$ cat config.mk
export PLATFORM = sky130hd
export DESIGN_NAME = uart_tx_scheduler
export DESIGN_NICKNAME = d
export VERILOG_FILES = /design/src/rtl/uart_pkg.sv /design/src/rtl/uart_rr_arbiter.sv /design/src/rtl/uart_tx_scheduler.sv
export SDC_FILE = /design/constraint.sdc
export NUM_CORES = 1
export LEC_CHECK = 0
export ABC_AREA = 1
export ABC_CLOCK_PERIOD_IN_PS = 2100
export BUFFER_PORTS_ARGS = -buffer_cell sky130_fd_sc_hd__buf_2
export CAP_MARGIN = 20
export CELL_PAD_IN_SITES_DETAIL_PLACEMENT = 0
export CELL_PAD_IN_SITES_GLOBAL_PLACEMENT = 2
export CORE_UTILIZATION = 24
export DETAILED_ROUTE_END_ITERATION = 8
export GPL_TIMING_DRIVEN = 1
export PLACE_DENSITY = 0.72
export SLEW_MARGIN = 20
export SYNTH_ARGS = -nofsm -noshare
export SYNTH_HDL_FRONTEND = slang
export SYNTH_SLANG_ARGS = --single-unit
$ cat constraint.sdc
create_clock -name Clk -period 2.1 [get_ports Clk]
set_input_delay 0.105 -clock Clk [delete_from_list [all_inputs] [get_ports Clk]]
set_output_delay 0.105 -clock Clk [all_outputs]
set_load 0.005 [all_outputs]
$ cat src/rtl/uart_pkg.sv
// Shared state encoding, line levels and parity helper for the UART transmit scheduler.
package uart_pkg;

  typedef enum logic [2:0] {
    IDLE   = 3'd0,
    START  = 3'd1,
    DATA   = 3'd2,
    PARITY = 3'd3,
    STOP   = 3'd4
  } tx_state_t;

  localparam logic START_LVL  = 1'b0;
  localparam logic STOP_LVL   = 1'b1;
  localparam logic IDLE_LVL   = 1'b1;

  localparam int   DEF_DATA_W = 8;
  localparam int   MAX_DATA_W = 64;

  // Even parity: XOR of all bits, so data plus parity holds an even number of ones.
  function automatic logic even_parity(input logic [MAX_DATA_W-1:0] v);
    return ^v;
  endfunction

endpackage

$ cat src/rtl/uart_rr_arbiter.sv
// Combinational round-robin pick: first requester at or after ptr+1 (mod N_REQ).
module uart_rr_arbiter
  import uart_pkg::*;
#(
  parameter  int N_REQ = 4,
  localparam int IW    = $clog2(N_REQ)
) (
  input  logic [N_REQ-1:0] req,
  input  logic [IW-1:0]    ptr,
  output logic [N_REQ-1:0] pick,
  output logic [IW-1:0]    pick_idx,
  output logic             any_req
);

  logic          found_s;
  logic [IW-1:0] cand_s;

  // Walk the ring once starting just after the last winner.
  always_comb begin
    pick     = {N_REQ{1'b0}};
    pick_idx = {IW{1'b0}};
    any_req  = |req;
    found_s  = 1'b0;
    cand_s   = {IW{1'b0}};
    for (int k = 1; k <= N_REQ; k++) begin
      cand_s = IW'((int'(ptr) + k) % N_REQ);
      if (!found_s && req[cand_s]) begin
        found_s        = 1'b1;
        pick[cand_s]   = 1'b1;
        pick_idx       = cand_s;
      end else begin
        found_s        = found_s;
      end
    end
  end

endmodule

$ cat src/rtl/uart_tx_scheduler.sv
// UART transmit scheduler: round-robin byte arbitration feeding one serializer.
// Optional even parity bit after the data bits when UART_TX_PARITY_EN is defined.
module uart_tx_scheduler
  import uart_pkg::*;
#(
  parameter  int N_REQ  = 4,
  parameter  int DATA_W = DEF_DATA_W,
  parameter  int DIV_W  = 16,
  localparam int IW     = $clog2(N_REQ),
  localparam int BW     = $clog2(DATA_W + 1)
) (
  input  logic                      Clk,
  input  logic                      Rst,
  input  logic [N_REQ-1:0]          req,
  input  logic [N_REQ*DATA_W-1:0]   din,
  input  logic [DIV_W-1:0]          baud_div,
  output logic [N_REQ-1:0]          grant,
  output logic [IW-1:0]             owner,
  output logic                      busy,
  output logic                      tx
);

  tx_state_t          state_r;
  logic [IW-1:0]      ptr_r;
  logic [BW-1:0]      bit_cnt_r;
  logic [DIV_W-1:0]   baud_cnt_r;
  logic [DIV_W-1:0]   div_r;
  logic [DATA_W-1:0]  shift_r;
`ifdef UART_TX_PARITY_EN
  logic               par_r;
`endif

  logic [N_REQ-1:0]   pick_s;
  logic [IW-1:0]      pick_idx_s;
  logic               any_req_s;
  logic [DATA_W-1:0]  pick_byte_s;
  logic               bit_done_s;
  logic               last_bit_s;

  uart_rr_arbiter #(
    .N_REQ    (N_REQ)
  ) u_arb (
    .req      (req),
    .ptr      (ptr_r),
    .pick     (pick_s),
    .pick_idx (pick_idx_s),
    .any_req  (any_req_s)
  );

  assign pick_byte_s = din[int'(pick_idx_s)*DATA_W +: DATA_W];
  assign bit_done_s  = (baud_cnt_r == {DIV_W{1'b0}});
  assign last_bit_s  = (bit_cnt_r == BW'(DATA_W - 1));

  // Frame sequencer; every output is registered and the divisor is frozen per frame.
  always_ff @(posedge Clk) begin
    if (Rst) begin
      state_r    <= IDLE;
      tx         <= IDLE_LVL;
      busy       <= 1'b0;
      grant      <= {N_REQ{1'b0}};
      owner      <= {IW{1'b0}};
      ptr_r      <= IW'(N_REQ - 1);
      bit_cnt_r  <= {BW{1'b0}};
      baud_cnt_r <= {DIV_W{1'b0}};
      div_r      <= {DIV_W{1'b0}};
      shift_r    <= {DATA_W{1'b0}};
`ifdef UART_TX_PARITY_EN
      par_r      <= 1'b0;
`endif
    end else begin
      grant <= {N_REQ{1'b0}};
      case (state_r)
        IDLE: begin
          if (any_req_s) begin
            shift_r    <= pick_byte_s;
            div_r      <= baud_div;
            baud_cnt_r <= baud_div;
            bit_cnt_r  <= {BW{1'b0}};
            grant      <= pick_s;
            owner      <= pick_idx_s;
            ptr_r      <= pick_idx_s;
            busy       <= 1'b1;
            tx         <= START_LVL;
`ifdef UART_TX_PARITY_EN
            par_r      <= even_parity(MAX_DATA_W'(pick_byte_s));
`endif
            state_r    <= START;
          end else begin
            busy       <= 1'b0;
            tx         <= IDLE_LVL;
          end
        end
        START: begin
          if (bit_done_s) begin
            baud_cnt_r <= div_r;
            bit_cnt_r  <= {BW{1'b0}};
            tx         <= shift_r[0];
            shift_r    <= shift_r >> 1;
            state_r    <= DATA;
          end else begin
            baud_cnt_r <= baud_cnt_r - DIV_W'(1);
          end
        end
        DATA: begin
          if (bit_done_s && last_bit_s) begin
            baud_cnt_r <= div_r;
`ifdef UART_TX_PARITY_EN
            tx         <= par_r;
            state_r    <= PARITY;
`else
            tx         <= STOP_LVL;
            state_r    <= STOP;
`endif
          end else if (bit_done_s) begin
            baud_cnt_r <= div_r;
            bit_cnt_r  <= bit_cnt_r + BW'(1);
            tx         <= shift_r[0];
            shift_r    <= shift_r >> 1;
          end else begin
            baud_cnt_r <= baud_cnt_r - DIV_W'(1);
          end
        end
`ifdef UART_TX_PARITY_EN
        PARITY: begin
          if (bit_done_s) begin
            baud_cnt_r <= div_r;
            tx         <= STOP_LVL;
            state_r    <= STOP;
          end else begin
            baud_cnt_r <= baud_cnt_r - DIV_W'(1);
          end
        end
`endif
        STOP: begin
          if (bit_done_s) begin
            busy       <= 1'b0;
            tx         <= IDLE_LVL;
            state_r    <= IDLE;
          end else begin
            baud_cnt_r <= baud_cnt_r - DIV_W'(1);
          end
        end
        default: begin
          busy    <= 1'b0;
          tx      <= IDLE_LVL;
          state_r <= IDLE;
        end
      endcase
    end
  end

endmodule
# After elaboration in Yosys (flattened, before gate mapping)

Index checks and enable logic that the tools add are counted.

Register bits after elaboration: 57
Bits of input ports: 54
Output and inout port bits: 8
Logic and storage cells: 120

Add/sub/neg operators: 6
Magnitude comparators: 8
Eq/ne operators: 11
Shift-type cells: 1
Multiplexer cells: 54
Bitwise gates (word level): 6
Reduce and logical (&&, ||, !) cells: 24

Operators by type and width:

| cell                  | number |
|---|---|
| $mux 16               | 4 |
| $pmux 16 s4           | 1 |
| $mux 4                | 8 |
| $shiftx 32x6->8       | 1 |
| $mux 8                | 3 |
| $pmux 8 s3            | 1 |
| $mux 1                | 17 |
| $logic_not 16->1      | 1 |
| $sub 16x1->16 const B | 1 |
| $ne 2x2->1 const B    | 7 |
| $lt 2x3->1 const B    | 4 |
| $mux 3                | 4 |
| $or 4x4->4            | 3 |
| $pmux 3 s4            | 1 |
| $pmux 4 s3            | 1 |
| $bmux 1 s2            | 4 |
| $demux 1 s2           | 4 |
| $ge 2x1->1 const B    | 4 |
| $logic_and 1x1->1     | 8 |
| $mux 2                | 4 |
| $reduce_and 3->1      | 2 |
| $reduce_and 5->1      | 1 |
| $add 2x1->2 const B   | 2 |
| $add 2x2->2 const B   | 2 |
| 17 further kinds      | 22 |

# Logic depth before layout (Yosys ltp)

Gate-level depths: netlist (run 1).

Depth after elaboration: 16
Gate-level depth with buffers: 16
Mapped depth without buffers: 14

# Modules after synthesis

A second synthesis (run 1) with hierarchy kept.

Cells, all modules: 618
Area, all modules: 3,995.1 um2

Modules (own cells, without submodules):

| module            | instances | cells an instance | area each (um2) | sequential area each (um2) |
|---|---|---|---|---|
| uart_tx_scheduler | 1         | 532               | 3,467.1         | 1,141.1 |
| uart_rr_arbiter   | 1         | 86                | 528.0           | 0.0 |

# Worst setup path after synthesis (run 1)

No wires, ideal clock.

Kind: register to register
Start point: register ptr_r[0]
End point: register shift_r[6]
Setup time: 122 ps
Data arrival time: 2,024 ps
Required time: 1,978 ps
Path slack: -46 ps
Cell stages (with the launch flop): 17
Buffers on the path: 2
Period minus slack after synthesis: 2,146 ps
Path through: dfxtp_1 > buf_6 > inv_8 > ha_1 > inv_1 > nand3_2 > nand2_4 > nor2_4 > nand2_1 > nand2_2 > nand2_4 > nand2_4 > buf_6 > nand2_1 > nand3_2 > nand3_2 > a21oi_2

Cells in the longest elaborated chain, start to end: 16
Elaborated cells between the ends (all ways): 28
Those cells by class: 4 x add/sub; 1 x shift; 17 x mux; 6 x reduce/logical

Ends and longest elaborated chain:

| what                         | RTL line                | text |
|---|---|---|
| start, declared              | uart_tx_scheduler.sv:24 | `logic [IW-1:0] ptr_r;` |
| start signal, assigned       | uart_tx_scheduler.sv:62 | `ptr_r <= IW'(N_REQ - 1);` |
| start signal, assigned       | uart_tx_scheduler.sv:81 | `ptr_r <= pick_idx_s;` |
| $add 2x1->2                  | uart_rr_arbiter.sv:26   | `cand_s = IW'((int'(ptr) + k) % N_REQ);` |
| $bmux 1 s2                   | uart_rr_arbiter.sv:27   | `if (!found_s && req[cand_s]) begin` |
| $mux 1 (not written as such) | uart_rr_arbiter.sv:27   |  |
| $mux 1                       | uart_rr_arbiter.sv:27   |  |
| $logic_not 1->1              | uart_rr_arbiter.sv:27   |  |
| $logic_and 1x1->1            | uart_rr_arbiter.sv:27   |  |
| $mux 1                       | uart_rr_arbiter.sv:27   |  |
| $logic_not 1->1              | uart_rr_arbiter.sv:27   |  |
| $logic_and 1x1->1            | uart_rr_arbiter.sv:27   |  |
| $mux 1                       | uart_rr_arbiter.sv:27   |  |
| $logic_not 1->1              | uart_rr_arbiter.sv:27   |  |
| $logic_and 1x1->1            | uart_rr_arbiter.sv:27   |  |
| $mux 2 *                     | uart_rr_arbiter.sv:27   |  |
| $shiftx 32x6->8 *            | uart_tx_scheduler.sv:50 | `assign pick_byte_s = din[int'(pick_idx_s)*DATA_W +: DATA_W];` |
| $mux 8 *                     | uart_tx_scheduler.sv:74 | `if (any_req_s) begin` |
| $pmux 8 s3 *                 | uart_tx_scheduler.sv:72 | `case (state_r)` |
| end signal, assigned         | uart_tx_scheduler.sv:66 | `shift_r <= {DATA_W{1'b0}};` |
| end signal, assigned         | uart_tx_scheduler.sv:75 | `shift_r <= pick_byte_s;` |
| end signal, assigned         | uart_tx_scheduler.sv:98 | `shift_r <= shift_r >> 1;` |
| end, declared                | uart_tx_scheduler.sv:28 | `logic [DATA_W-1:0] shift_r;` |

Mark *: on every way between the ends. The rest lies on a longest branch, timed or not. The select of a mux whose other input is x is not followed.
A chain may end at the register's enable or synchronous reset.

# Worst setup path in the final report (run 1)

Start point: register ptr_r[0]
End point: register shift_r[7]

Same word-level chain as after synthesis.

==> metrics.md, run 1 <==
| Metric | Value |
|---|---|
| Final worst path period share | 0.928 |
| Top-level port count | 62 |
| Iteration-0 DRC Markers | about 190 |
| Hold/Removal Path Class | in2reg |
| Number of iterations in the first detailed-routing pass | 4 |
| Dpl cell area | 4220 um^2 |
| Overall Power | 8210 uW |
| Max-cap viol count | 0 |
| Number of instances on the worst hold path | 3 |
| Non-Filler Cell Area, Final | ~4600 um^2 |
| Wire length reported by the detailed router | approximately 11,000 um |
| Net Count, Synth | 586 |
| Area fraction in compound gates after synthesis | 0.194 |
| Clock power frac | 0.179 |
| Maximum number of pins on one net before global-route repair | 33 |
| Width of the chip | 124 um |
| Source of the worst register-to-register timing path | ptr_r[0] |
| Worst Hold Launch | baud_div[0] |
| Multiplexer fraction of the synthesized cell area | 0 |
| Final count of hold timing violations | 0 |
| Clock root buffer master | sky130_fd_sc_hd__clkbuf_16 |
| Fmax | 513 MHz |
| Global-route wire length before repair | about 18,000 um |
| Syn Std Cell Area | 3590 um^2 |
| Hold-critical path endpoint | div_r[0] |
| Reg2reg setup slack | 0.15 ns |
| Antenna-violating nets left | 0 |
| Routed wirelength normalized by instance count | 13.7 um |
| Remaining design rule violation count | 0 |
| Worst hold margin | 0.0605 ns |
| Synth top cells by count | sky130_fd_sc_hd__nand2_1 (81), sky130_fd_sc_hd__inv_1 (59), sky130_fd_sc_hd__dfxtp_1 (57) |
| Worst Path Max Fanout | 16 |
| Total congestion overflow | 0 |
| Final setup fails | 0 |
| Core area | approximately 15,000 um^2 |
| Total count of max-transition violations in the final report | 0 |
| Synth warn | 0 |
| Share of post-route cells with drive strength above 1 | 0.248 |
| Share of synthesized cell area in and, or, nand and nor gates | 0.309 |
| Clock tree from TritonCTS | built |
| Dominant register cell in the synthesized netlist | sky130_fd_sc_hd__dfxtp_1 |
| Worst endpoint data arrival time | between 2 and 2.5 ns |
| FF+latch count, synth | 57 |
| Time the worst path needs with I/O delays and setup | around 2 ns |
| Unrepaired setup endpoints after global routing | no |
| Leakage | approximately 0.0021 uW |
| Slew at the pin closest to its max-slew limit | around 0.33 ns |
| Growth of design area from synthesis to finish | 27.4% |
| Worst vdd ir | 466 uV |
| EDFF count, synth | 0 |
| Synth top area cells | sky130_fd_sc_hd__dfxtp_1 (32%), sky130_fd_sc_hd__nand2_1 (8.5%), sky130_fd_sc_hd__nand3_1 (7.5%) |
| Die height | 124 um |
| Number of global-route vias before repair | around 3,700 |
| Netlist cell types | 41 |
| Initial antenna violation count | 0 |
| Starting utilization of the core area | 0.247 |
| H-Tree Depth | 3 |
| Vias post-DR | about 3,700 |
| Register share of total power | 0.213 |
| Worst slew margin relative to its limit | 0.776 |
| Combinational fraction of design power | 0.608 |
| Result of the run | complete, no violations |
| Row count | 44 |
| Clock input transition at the sequential cells of the worst setup and hold paths | 0.05 ns |
| Total GRT Usage | 0.145 |
| Deepest clock path buffer count | 2 |
| Adder-Cell Fraction of Synth Area | 0.0384 |
| Start-to-end type of the worst setup path | reg2reg |
| Area share of the largest cell type after synthesis | 0.318 |
| Clock buffer count from CTS | 9 |
| Die area | 15,400 um^2 |
| Sequential element share of the synthesized area | 0.318 |
| Routability-driven placement congestion ratio | approximately 0.81 |
| Total of buffers placed on input and output ports | between 60 and 70 |
| Syn Area/Cell | between 6 and 7 um^2 |
| Dominant combinational cell family by area after synthesis | simple AND/OR/NAND/NOR gates |
| Mapped Cells | ~520 |
| Clock latency of the later-clocked register in the worst-skew pair | between 0.3 and 0.4 ns |
| Internal power of the cells | between 4000 and 5000 uW |
| Worst Clk Skew | a little over 0.01 ns |
| Required time at the worst-slack endpoint | 2.32 ns |
| Reg-to-reg critical path endpoint | shift_r[7] |
| Switching share of power | 0.476 |
| Final HPWL DP | ~8300 um |
| Count leader, synth | sky130_fd_sc_hd__nand2_1 |
| Number of diodes | 0 |
| Element type at the critical path start | flip-flop |
| Net switching power | between 3000 and 4000 uW |
| Top cell type by total area after synthesis | sky130_fd_sc_hd__dfxtp_1 |
| Ratio of total power to cell area | between 1500 and 2000 nW/um^2 |
| Avg Vias per Cell | 4.64 |
| Number of clock sinks seen by CTS | between 50 and 60 |
| Worst reg-to-reg path cell count | 14 |
| Critical path capture point type | flip-flop |
| Net count reported at finish | 665 |
| Xor-xnor portion of the synthesized cell area | 0.0366 |
| Async set-or-reset flop fraction in the synthesized netlist | 0 |
placed cells by master, fill, tap and decap left out, drive strengths merged, types with 4 or more instances in the layout:
cell type,instances
a21oi,51
a22oi,4
a31oi,7
buf,87
clkbuf,12
dfxtp,57
ha,11
inv,68
nand2,97
nand3,60
nand4,5
nor2,48
nor3,7
o21ai,50
o22ai,5
xor2,14
how the worst max path moves through the flow:
stage | startpoint | to | slack [ns] | depth (start not counted)
6_report | ptr_r[0] | shift_r[7] | 0.15 | 14
5_1_grt | baud_cnt_r[1] | baud_cnt_r[6] | 0.01 | 12
4_1_cts | ptr_r[0] | shift_r[0] | 0.006 | 14
2_1_floorplan | ptr_r[0] | shift_r[6] | 0.02 | 16
3_3_place_gp | ptr_r[0] | shift_r[5] | 0.06 | 14
3_5_place_dp | ptr_r[0] | shift_r[3] | -0.02 | 14
per-stage QoR:
step / worst slack (ns) / TNS, ns / cells / util
3_3_place_gp: 0.0642 / 0 / 772 / 0.290
6_report: 0.152 / 0 / 788 / 0.314
2_1_floorplan: 0.0190 / 0 / 521 / -
3_5_place_dp: -0.0207 / -0.0317 / 772 / 0.290
4_1_cts: 0.00591 / 0 / 787 / 0.311
5_1_grt: 0.0113 / 0 / 788 / 0.314
state kept, by name (all words and copies together), names as in the netlist:
name        flops
bit_cnt_r       4
baud_cnt_r     16
shift_r         8
owner           2
div_r          16
busy            1
state_r         3
tx              1
grant           4
ptr_r           2
layout make-up:
class	instances	area (um^2)
Inverter	69	273
Timing Repair Buffer	87	513
Clock buffer	12	256
Fill cell	1613	9960
Sequential cell	57	1140
Tap cell	184	230
Multi-Input combinational cell	376	2110
Clock inverter	3	40.0
cells by family after synthesis:
logic type,Yosys count
AND/OR/NAND/NOR,223
AO/OA/AOI/OAI,127
buffers and inverters,88
flip-flops,57
XOR/XNOR,15
adder cells (fa/ha/maj),11
power groups by stage:
stage	combinational, uW	clock [uW]	sequential, uW
after floorplan	3560	0	1720
after global placement	4860	0	1760
after detailed placement	4890	0	1760
after CTS	4930	1500	1750
after global routing	5660	1570	1800
final	4990	1470	1750
worst max-delay path, cell delays in order, from the launching register on:
cell and delay (ns):
sky130_fd_sc_hd__dfxtp_4 0.37, sky130_fd_sc_hd__inv_8 0.03, sky130_fd_sc_hd__ha_4 0.27, sky130_fd_sc_hd__inv_1 0.06, sky130_fd_sc_hd__nand3_2 0.11, sky130_fd_sc_hd__nand2_4 0.10, sky130_fd_sc_hd__nor2_4 0.14, sky130_fd_sc_hd__nand2_1 0.08
sky130_fd_sc_hd__nand2_2 0.10, sky130_fd_sc_hd__nand2_4 0.08, sky130_fd_sc_hd__buf_12 0.15, sky130_fd_sc_hd__nand3_1 0.06, sky130_fd_sc_hd__nand3_1 0.11, sky130_fd_sc_hd__nand3_1 0.10, sky130_fd_sc_hd__a21oi_1 0.06
layer usage:
metal | wire length [um] | share of wire | GRT usage | up-vias
met3 | 429 | 0.040 | 0.0341 | 8
met2 | 5090 | 0.47 | 0.237 | 86
li1 | - | - | - | 1892
met1 | 5160 | 0.48 | 0.189 | 1668
met5 | 0 | 0 | 0 | -
met4 | 125 | 0.012 | 0.0425 | 0
what timing repair did:
action                     CTS  global route
hold buffers                 0             0
setup endpoints to repair    7            21
setup buffers                0             1
gates resized for setup      1             9
pin swaps                    0             1
hold endpoints to repair     0             0
(Power assumes the default switching activity.)
==> inputs of run 2 (changes only) <==
- ABC_AREA: 1 -> default
- PLACE_DENSITY: 0.72 -> 0.68
==> metrics.md, run 2 <==
| Metric | Value |
|---|---|
| Result of the run | finished, violations left |
| Violations in the final reports | setup timing |
| Net Count, Synth | 520 (-11%) |
| Top-level port count | 62 (unchanged) |
| EDFF count, synth | 0 (unchanged) |
| Combinational fraction of design power | 0.513 (-0.095) |
| Net count reported at finish | 652 (-2.0%) |
| Row count | 45 (+2.3%) |
| Crit-path slowest cell | sky130_fd_sc_hd__dfxtp_4 |
| Clock power frac | 0.242 (+0.063) |
| Die height | 127 um (+2.4%) |
| Sequential element share of the synthesized area | 0.303 (-0.0148) |
| Switching share of power | 0.348 (-0.128) |
| Net switching power | 1950 uW (-50%) |
| Routability-driven placement congestion ratio | 0.834 (+3.5%) |
| Fmax | 430 MHz (-16%) |
| Core area | 15,300 um^2 (+5.0%) |
| Worst Clk Skew | 0.00501 ns (-0.00537 ns) |
| Highest-count cells in the layout ignoring fill and taps | sky130_fd_sc_hd__buf_4 (73), sky130_fd_sc_hd__buf_2 (62), sky130_fd_sc_hd__dfxtp_1 (54) |
| Critical-path cell list | inv_6 > ha_4 > mux4_2 > o311ai_2 > nand3_1 > o31ai_4 > buf_12 > mux2_4 > a211oi_2 |
| Critical path capture point type | flip-flop |
| Deepest clock path buffer count | 2 (unchanged) |
| Netlist cell types | 65 (+59%) |
| Synth top area cells | sky130_fd_sc_hd__dfxtp_1 (30%), sky130_fd_sc_hd__a21oi_1 (8.0%), sky130_fd_sc_hd__mux2i_1 (6.9%) |
| Worst endpoint data arrival time | 2.57 ns (+0.40 ns) |
| Ratio of total power to cell area | 999 nW/um^2 (-44%) |
| Start-to-end type of the worst setup path | reg2reg |
| Syn Std Cell Area | 3760 um^2 (+4.9%) |
| Starting utilization of the core area | 0.246 (about the same) |
| Iteration-0 DRC Markers | 153 (-18%) |
| Global-route wire length before repair | 20,000 um (+11%) |
| Synth warn | 0 (unchanged) |
| Clock tree from TritonCTS | built |
| Count leader, synth | sky130_fd_sc_hd__a21oi_1 |
| Number of diodes | 0 (unchanged) |
| Die area | 16,200 um^2 (+4.8%) |
| Synth top cells by count | sky130_fd_sc_hd__a21oi_1 (60), sky130_fd_sc_hd__dfxtp_1 (57), sky130_fd_sc_hd__nand2_1 (48) |
| H-Tree Depth | 3 (unchanged) |
| FF+latch count, synth | 57 (unchanged) |
| Number of global-route vias before repair | 4,006 (+9.7%) |
| Stage delay of the slowest cell on the critical path | 0.39 ns (+0.02 ns) |
| Share of post-route cells with drive strength above 1 | 0.411 (+0.163) |
| Total GRT Usage | 0.156 (+0.0111) |
| Required time at the worst-slack endpoint | 2.35 ns (+0.03 ns) |
| Final worst path period share | 1.11 (+0.178) |
| Area share of the largest cell type after synthesis | 0.303 (-0.0148) |
| Avg Vias per Cell | 4.81 (+3.7%) |
| Final HPWL DP | 8490 um (+1.8%) |
| Registers with the most flip-flops | baud_cnt_r: 16 flops, div_r: 16 flops, shift_r: 8 flops |
| Filler cell count | 1,559 (-3.3%) |
| Flip-flop and latch area | 1150 um^2 (+0.22%) |
| Remaining design rule violation count | 0 (unchanged) |
| Growth of design area from synthesis to finish | 49.1% |
| Register share of total power | 0.245 (+0.032) |
| Leakage | 0.00240 uW (+13%) |
| Routed wirelength normalized by instance count | 14.7 um (+7.6%) |
| Wire length reported by the detailed router | 11,800 um (+9.2%) |
| Final setup fails | 35 (+35) |
| Overall Power | 5600 uW (-32%) |
| Unrepaired setup endpoints after global routing | yes |
| Vias post-DR | 3,847 (+5.3%) |
| Total congestion overflow | 0 (unchanged) |
| Final count of hold timing violations | 0 (unchanged) |
| Clock root buffer master | sky130_fd_sc_hd__clkbuf_16 |
| Clock buffer count from CTS | 9 (unchanged) |
| Initial antenna violation count | 0 (unchanged) |
| Width of the chip | 127 um (+2.4%) |
| Slew at the pin closest to its max-slew limit | 0.448 ns (+0.114 ns) |
| Syn Area/Cell | 8.27 um^2 (+20%) |
| Total of buffers placed on input and output ports | 61 (unchanged) |
| Most common library cell in the layout ignoring fill and taps | sky130_fd_sc_hd__buf_4 |
| Hold/Removal Path Class | in2reg |
| Time the worst path needs with I/O delays and setup | 2.32 ns (+0.375 ns) |
| Internal power of the cells | 3660 uW (-15%) |
| Maximum number of pins on one net before global-route repair | 31 (-6.1%) |
| Antenna-violating nets left | 0 (unchanged) |
| Mapped Cells | 455 (-13%) |
| Number of clock sinks seen by CTS | 57 (unchanged) |
| Clock latency of the later-clocked register in the worst-skew pair | 0.33 ns (about the same) |
| Least setup slack across all paths after layout | -0.223 ns (-0.375 ns) |
| Worst slew margin relative to its limit | 0.694 (-0.0818) |
| Number of iterations in the first detailed-routing pass | 4 (unchanged) |
| Top cell type by total area after synthesis | sky130_fd_sc_hd__dfxtp_1 |
| Max-cap viol count | 0 (unchanged) |
| Clock input transition at the sequential cells of the worst setup and hold paths | 0.05 ns (about the same) |
| Worst Path Max Fanout | 9 (-7) |
| Setup slack after placement | -0.361 ns (-0.341 ns) |
| Multi-input gate area | 2620 um^2 (+24%) |
| Element type at the critical path start | flip-flop |
| Worst vdd ir | 423 uV (-9.4%) |
| Async set-or-reset flop fraction in the synthesized netlist | 0 (unchanged) |
| Total count of max-transition violations in the final report | 0 (unchanged) |
| Dominant register cell in the synthesized netlist | sky130_fd_sc_hd__dfxtp_1 |
-- run 2: cell count changes after synthesis, moves of 11 or more --
cell                       before  now
sky130_fd_sc_hd__inv_1         59    9
sky130_fd_sc_hd__nand3_1       54    5
sky130_fd_sc_hd__nand2_1       81   48
sky130_fd_sc_hd__mux2i_1        0   26
sky130_fd_sc_hd__o21ai_0       49   23
sky130_fd_sc_hd__nand2b_1       0   19
sky130_fd_sc_hd__nor2_1        41   24
sky130_fd_sc_hd__clkbuf_1       9   25
sky130_fd_sc_hd__xor2_1        14    3
-- run 2: timing repair --
action                                 in CTS  in global routing
gates resized for setup                    56                 15
setup endpoints to repair                  33                 37
endpoints found under the hold margin       0                  0
cloned                                      3                  1
pin swaps                                  38                 20
buffers inserted                            9                  4
hold buffers                                0                  0
-- run 2: path summary, 6_finish.rpt --
path | start | cells past startpoint | slack [ns] | to
max | ptr_r[0] | 9 | -0.22 | shift_r[5]
min | baud_div[15] | 3 | 0.03 | div_r[15]
max reg2reg | ptr_r[0] | 9 | -0.22 | shift_r[5]
min reg2reg | div_r[2] | 2 | 0.46 | div_r[2]
-- run 2: kinds of logic after synthesis --
family                   count (synthesis)  share of synthesized area
flip-flops                              57                      0.303
AND/OR/NAND/NOR                        140                      0.192
adder cells (fa/ha/maj)                 11                     0.0366
multiplexers                            40                      0.120
buffers and inverters                   48                     0.0639
XOR/XNOR                                 5                     0.0116
AO/OA/AOI/OAI                          154                      0.273
-- run 2: worst max-delay path: cells and delay by family, from the launching register on --
family          cells  cell delay (ns)
mux                 2             0.66
simple gates        1             0.16
fa+ha+maj           1             0.29
flops               1             0.39
buf+inv             2             0.21
compound gates      3             0.53
-- run 2: per-stage QoR --
step | cells | TNS, ns | cell area [um^2] | hold slack [ns] | util
3_3_place_gp | 771 | -3.95 | 4910 | 0.357 | 0.322
2_1_floorplan | 455 | -5.29 | 3880 | 0.241 | -
6_report | 800 | -4.45 | 5610 | 0.0257 | 0.368
5_1_grt | 800 | -7.96 | 5610 | 0.0441 | 0.368
4_1_cts | 796 | -4.06 | 5520 | 0.0205 | 0.362
3_5_place_dp | 771 | -5.11 | 4910 | 0.365 | 0.322
-- run 2: layout make-up --
class | count | share of cell area
inverter | 9 | 0.00781
sequential | 57 | 0.205
multi-input combinational | 350 | 0.467
timing repair buffer | 160 | 0.225
clock buffer | 13 | 0.0482
tap | 211 | 0.0471
-- run 2: layer usage --
layer,up-vias,global-route usage,routed length [um]
met3,18,0.0188,315
met2,49,0.261,5480
met1,1841,0.202,5710
met5,-,0,0
li1,1939,-,-
met4,0,0.0686,288
-- run 2: power by group through the flow --
stage | registers, uW | logic, uW | clock network (uW)
after floorplan | 1380 | 1760 | 0
after global placement | 1380 | 2460 | 0
after detailed placement | 1390 | 2500 | 0
after CTS | 1380 | 2810 | 1380
after global routing | 1400 | 3130 | 1450
final | 1370 | 2870 | 1360
